**src/rtl/stopwatch_ctrl.sv**
```systemverilog
// Stopwatch run-control FSM: drives Counter enable/clear, lap snapshot and display select.
// Optional MAX_TIME saturation is compiled in with `define STOPWATCH_CTRL_SAT_EN.
module stopwatch_ctrl #(
  parameter int unsigned                   NUMBER_OF_NYBLES = 6,
  parameter logic [4*NUMBER_OF_NYBLES-1:0] MAX_TIME         = 'h595999,
  parameter int unsigned                   LAP_W            = 4
) (
  input  logic                          clk,
  input  logic                          rst,
  input  logic                          tick,
  input  logic                          btn_start_stop,
  input  logic                          btn_lap,
  input  logic                          btn_clear,
  input  logic [4*NUMBER_OF_NYBLES-1:0] time_in,
  output logic                          count_enable,
  output logic                          count_clear,
  output logic [4*NUMBER_OF_NYBLES-1:0] display_out,
  output logic [LAP_W-1:0]              lap_count,
  output logic [1:0]                    state_out
);

  localparam int unsigned TW = 4 * NUMBER_OF_NYBLES;

`ifdef STOPWATCH_CTRL_SAT_EN
  localparam bit SatEn = 1'b1;
`else
  localparam bit SatEn = 1'b0;
`endif

  typedef enum logic [1:0] {
    StIdle  = 2'd0,
    StRun   = 2'd1,
    StLap   = 2'd2,
    StPause = 2'd3
  } state_e;

  state_e            state_q, state_d;
  logic [TW-1:0]     lap_q, lap_d;
  logic [TW-1:0]     display_q;
  logic [LAP_W-1:0]  lap_count_q, lap_count_d;
  logic              count_clear_q, count_clear_d;
  logic              running;
  logic              sat;

  assign running = (state_q == StRun) || (state_q == StLap);
  // Constant-folds to zero when saturation is not built in.
  assign sat     = SatEn && running && tick && (time_in == MAX_TIME);

  always_comb begin
    state_d       = state_q;
    lap_d         = lap_q;
    lap_count_d   = lap_count_q;
    count_clear_d = 1'b0;
    unique case (state_q)
      StIdle: begin
        if (btn_clear) begin
          count_clear_d = 1'b1;
          lap_count_d   = '0;
          lap_d         = '0;
        end else if (btn_start_stop) begin
          state_d = StRun;
        end
      end
      StRun: begin
        if (sat || btn_start_stop) begin
          state_d = StPause;
        end else if (btn_lap) begin
          state_d     = StLap;
          lap_d       = time_in;
          lap_count_d = lap_count_q + 1'b1;
        end
      end
      StLap: begin
        if (sat || btn_start_stop) begin
          state_d = StPause;
        end else if (btn_lap) begin
          state_d = StRun;
        end
      end
      StPause: begin
        if (btn_clear) begin
          state_d       = StIdle;
          count_clear_d = 1'b1;
          lap_count_d   = '0;
          lap_d         = '0;
        end else if (btn_start_stop) begin
          state_d = StRun;
        end
      end
      default: state_d = StIdle;
    endcase
  end

  always_ff @(posedge clk) begin
    if (!rst) begin
      state_q       <= StIdle;
      lap_q         <= '0;
      lap_count_q   <= '0;
      count_clear_q <= 1'b0;
      display_q     <= '0;
    end else begin
      state_q       <= state_d;
      lap_q         <= lap_d;
      lap_count_q   <= lap_count_d;
      count_clear_q <= count_clear_d;
      display_q     <= (state_q == StLap) ? lap_q : time_in;
    end
  end

  assign count_enable = tick && running && !sat;
  assign count_clear  = count_clear_q;
  assign display_out  = display_q;
  assign lap_count    = lap_count_q;
  assign state_out    = state_q;

endmodule

```
**config.mk**
```make
export PLATFORM = sky130hd
export DESIGN_NAME = stopwatch_ctrl
export DESIGN_NICKNAME = d
export VERILOG_FILES = /design/src/rtl/stopwatch_ctrl.sv
export SDC_FILE = /design/constraint.sdc
export NUM_CORES = 1
export LEC_CHECK = 0
export ABC_AREA = 1
export CELL_PAD_IN_SITES_DETAIL_PLACEMENT = 1
export CELL_PAD_IN_SITES_GLOBAL_PLACEMENT = 2
export CORE_AREA = 2 2 95 97
export DETAILED_ROUTE_END_ITERATION = 6
export DIE_AREA = 0 0 97 99
export PLACE_DENSITY = 0.91
export SLEW_MARGIN = 0
export SYNTH_ARGS = -nofsm -noshare
export SYNTH_HDL_FRONTEND = slang
export SYNTH_SLANG_ARGS = --single-unit
```
**constraint.sdc**
```tcl
create_clock -name clk -period 2.8 [get_ports clk]
set_input_delay 0.28 -clock clk [delete_from_list [all_inputs] [get_ports clk]]
set_output_delay 0.28 -clock clk [all_outputs]
set_load 0.02 [all_outputs]
```
Word-level counts from Yosys, hierarchy flattened
Cells that the tools add are included.
{ "word_totals": {"register_bits": 55, "inputBits": 30, "elab_cells": 41, "output_inout_bits": 32} }
{ "op_classes": {"n_addsub": 1, "eq_ne": 9, "mux": 18, "n_reduce_logical": 8} }
{ "op_table": {"columns": ["cell", "count"], "rows": [
  ["$mux W24", 4],
  ["$pmux W24 S2", 1],
  ["$mux W2", 7],
  ["$mux W4", 3],
  ["$pmux W2 S4", 1],
  ["$pmux W4 S2", 1],
  ["$ne A2 B2 Y1 const B", 3],
  ["$ne A3 B3 Y1 const B", 2],
  ["$add A4 B1 Y4 const B", 1],
  ["$eq A2 B2 Y1 const B", 2],
  ["$reduce_and A4 Y1", 1],
  ["$reduce_and A3 Y1", 1],
  ["$eq A2 B1 Y1 const B", 1],
  ["$logic_not A2 Y1", 1],
  ["$ne A2 B1 Y1 const B", 1],
  ["$reduce_and A2 Y1", 1],
  ["$reduce_bool A2 Y1", 1],
  ["$reduce_or A2 Y1", 1],
  ["$logic_and A1 B1 Y1", 1],
  ["$logic_or A1 B1 Y1", 1],
  ["$mux W1", 1]
]} }

Depth between registers and ports, before layout
{ "depth": {"ltp_word": 4, "depth_mapped": 12, "mapped_depth_nobuf": 10} }

Worst setup path after synthesis
OpenSTA, ideal clock, no wires.
{ "synth_path": {"path_type": "register to register", "from": "register state_q[0] (netlist: state_out[0])", "to": "register lap_count_q[1] (netlist: lap_count[1])", "setup_time_ns": 0.113, "required_ns": 2.687, "arrival_ns": 1.685, "synth_period_minus_slack_ns": 1.798, "n_path_buf": 2, "slack_ns": 1.002, "path_stages_with_launch": 13, "cell_sequence": "dfxtp_1 > inv_1 > ha_1 > buf_6 > inv_4 > nand2_2 > o21ai_4 > nand2_4 > inv_4 > buf_6 > nand2_1 > nand2_1 > nor2_1"} }
{ "synth_between": {"elab_chain_cells": 4, "elab_cells_between_ends": 10, "classes_between": "eq/ne (5); mux (1); reduce/logical (4)"} }
{ "synth_rtl": {"columns": ["element", "line", "rtl"], "rows": [
  ["start: declaration", "37", "state_e state_q, state_d;"],
  ["start signal: assignment", "96", "state_q <= StIdle;"],
  ["start signal: assignment", "102", "state_q <= state_d;"],
  ["$eq A2 B2 Y1 or $logic_not A2 Y1 (tied branches)", "54", "unique case (state_q)"],
  ["$reduce_or A2 Y1 (no line)", null, null],
  ["$ne A2 B1 Y1 (no line) or $reduce_bool A2 Y1 (tied branches)", null, null],
  ["$reduce_and A4 Y1 (no line)", null, null],
  ["end signal: assignment", "104", "lap_count_q <= lap_count_d;"],
  ["end: declaration", "40", "logic [LAP_W-1:0] lap_count_q, lap_count_d;"]
]} }
Several ways; a longest one is shown, not always the timed one.
A chain may end at the register's enable or synchronous reset.

Worst setup path after layout
{ "layout_path": {"from": "register state_q[0] (netlist: state_out[0])", "to": "output port count_enable"} }
{ "layout_between": {"elab_chain_cells": 3, "elab_cells_between_ends": 4, "classes_between": "eq/ne (2); reduce/logical (2)"} }
{ "layout_rtl": {"columns": ["element", "line", "rtl"], "rows": [
  ["$eq A2 B1 Y1 or $eq A2 B2 Y1 (tied branches)", "45", "assign running = (state_q == StRun) || (state_q == StLap);"],
  ["$logic_or A1 B1 Y1 *", "45", null],
  ["$logic_and A1 B1 Y1 *", "110", "assign count_enable = tick && running && !sat;"],
  ["end: declaration", "15", "output logic count_enable,"]
]} }
Mark *: on every way between the ends. The rest lies on a longest branch, timed or not.

==> run_results.csv <==
group,metric,value,unit
power_and_ir_drop,p_leak,1.37,nW
timing,hold_slack,496,ps
detailed_routing,drtPass1Iterations,4,
power_and_ir_drop,p_per_area,614,nW/um^2
detailed_routing,wl_per_cell,12.8,um
layout,n_antenna_cell,0,
worst_setup_path,path_buf_inv,3,
layout,synthToLayoutAreaGrowth,31.4,%
detailed_routing,viasPerCell,4.42,
worst_setup_path,crit_chain,"inv_1, ha_1, nand2_1, inv_1, clkdlybuf4s50_1",
synthesis,syn_area_per_cell,7.01,um^2
timing,setup_violations,0,
floorplanning,initial_core_util,27.4,%
clock_tree,clock_latency,310,ps
clock_tree,cts_buffers,5,
placed_design,dp_hpwl,4330,um
clock_tree,cts_max_level,2,
timing,period_share,81.4,%
floorplanning,fp.coreArea,8550,um^2
clock_tree,clkTransAtPathRegs,100,ps
worst_setup_path,worstSetupEndpointType,"output pin",
floorplanning,dieArea,9600,um^2
synthesis,ys_seq_elements,55,
timing,worst_pin_slew,887,ps
grt,grt_start_max_net_pins,54,
timing,skew,5.70,ps
synthesis,synth_warnings,0,
worst_setup_path,cp_top_family,"buffers and inverters",
worst_setup_path,crit_top_cell,"inv_1",
outcome,status,"finished clean",
clock_tree,clk_path_buf_depth,2,
hold_path,hold_class,"reg2reg",
timing,fmax,439,MHz
grt,grt_pass1_vias,2271,
timing,hold_viol,0,
worst_setup_path,cp.arrival,2000,ps
detailed_routing,wirelength,6330,um
detailed_routing,drc,0,
worst_setup_path,startpoint_type,"register",
placed_design,gp_congestion,0.742,
timing,rsz0062_at_grt,"no",
synthesis,netlist_instances,334,
detailed_routing,final_antenna_net_count,0,
synthesis,ys_types,22,
grt,overflow,0,
worst_setup_path,worstPathRequired,2520,ps
floorplanning,die_height,99,um
layout,drive_gt1_share,5.17,%
synthesis,synth_top_area_cell,"dfxtp_1",
synthesis,synth_area_leaders,"dfxtp_1 (47%), nor2_1 (18%), nand2_1 (14%)",
clock_tree,holdBufCountCts,0,
clock_tree,postCtsSetupRepairBufs,0,
worst_setup_path,worstSetupPathType,"reg2out",
synthesis,syn-cell-area,2340,um^2
worst_setup_path,cp_slowest_cell,"clkdlybuf4s50_1",
synthesis,syn-num-nets,370,
floorplanning,die_w,97,um
layout,fin_util,36.0,%
floorplanning,pin_count,62,
worst_setup_path,crit_fanout,6,
power_and_ir_drop,peakVddDrop,0.219,mV
placed_design,port_buffers,61,
timing,drv_slew,0,
grt,grt_pass1_wl,10700,um
clock_tree,cts_sinks,55,
job,maxCapViolations,0,
floorplanning,rows,34,
grt,antenna_found_initial,0,
detailed_routing,vias,2186,
layout,layout.nets,422,
power_and_ir_drop,power,1.89,mW
clock_tree,root_buffer,"clkbuf_8",
synthesis,synth_top_area_share,47.0,%
synthesis,yosysSeqAreaShare,47.0,%
worst_setup_path,cp_slowest_stage_delay,590,ps
clock_tree,cts_tree,"yes",
grt,grtUsageTotal,13.5,%
clock_tree,ctsResizeCount,0,
timing,fin_tns_setup,0,ps
timing,min_period,2280,ps
detailed_routing,first_iter_violations,72,
timing,max-slew-margin-rel,40.9,%
[power breakdown]
group          total [mW]  switching (mW)  internal [mW]
clock               0.459           0.278          0.181
combinational       0.509           0.306          0.203
sequential          0.921          0.0461          0.874
total                1.89           0.630           1.26
[cells in the mapped netlist (all sizes together)]
master	instances
nor2	110
nand2	93
dfxtp	55
o21ai	28
inv	13
clkbuf	10
buf	9
ha	6
a21oi	3
nand3	3
nand4	1
o21a	1
o21bai	1
xnor2	1
[path summary, 6_finish.rpt]
check	from	endpoint	slack, ps	depth (start not counted)
setup / recovery	state_out[0]	count_enable	520	5
hold / removal	lap_q[15]	lap_q[15]	500	2
setup reg to reg	state_out[0]	lap_q[2]	770	10
hold reg to reg	lap_q[15]	lap_q[15]	500	2
[state kept, by name, indices dropped and copies added (netlist names)]
register     cells
lap_q           24
lap_count        4
count_clear      1
display_out     24
state_out        2
[metrics by stage]
step                      cell area (um^2)  std cells  worst slack, ps
after detailed placement              2990        487              762
after floorplan                       2340        334             1000
final                                 3080        495              520
after CTS                             3080        495              464
after global placement                2990        487              859
after global routing                  3080        495              375
[logic make-up after synthesis]
logic type	share of synthesized area, %
compound gates	8.07
xor+xnor	0.374
fa+ha+maj	3.21
buf+inv	7.32
flops	47.0
simple gates	34.0
[layout by cell type, fill, tap and decap left out]
cell,synthesis,layout
nor2_1,110,110
nand2_1,90,90
clkdlybuf4s50_1,0,60
dfxtp_1,55,55
o21ai_0,27,27
inv_1,10,10
ha_1,6,6
clkbuf_8,0,5
nand3_1,3,3
buf_4,0,3
inv_4,2,2
nand2_2,2,2
a21oi_2,2,2
inv_2,1,1
o21ai_4,1,1
nand2_4,1,1
xnor2_1,1,1
o21a_1,1,1
o21bai_1,1,1
a21oi_1,1,1
nand4_1,1,1
inv_6,0,1
clkinvlp_4,0,1
clkbuf_1,10,1
buf_2,1,1
[worst reg2reg max path: stages (launching register included)]
cell and delay [ps]:
dfxtp_1 430, inv_1 110, ha_1 370, inv_4 110
nand2_2 70, o21ai_4 90, nand2_4 80, inv_4 370
nand2_1 150, nand2_1 100, nor2_1 50
[final cells by class]
type / instances / area (um^2)
fill: 1078 / 5480
sequential: 55 / 1100
multi-input combinational: 247 / 1070
timing repair buffer: 64 / 628
tap: 108 / 135
clock buffer: 6 / 72.6
inverter: 13 / 53.8
clock inverter: 2 / 16.3
[layer usage]
metal,routed length (um),vias up,track usage (%)
met5,0,-,0
met4,78,0,4.12
met3,243,8,2.84
met2,3130,45,24.5
met1,2880,1019,16.1
li1,-,1114,-
(Power assumes the default switching activity.)
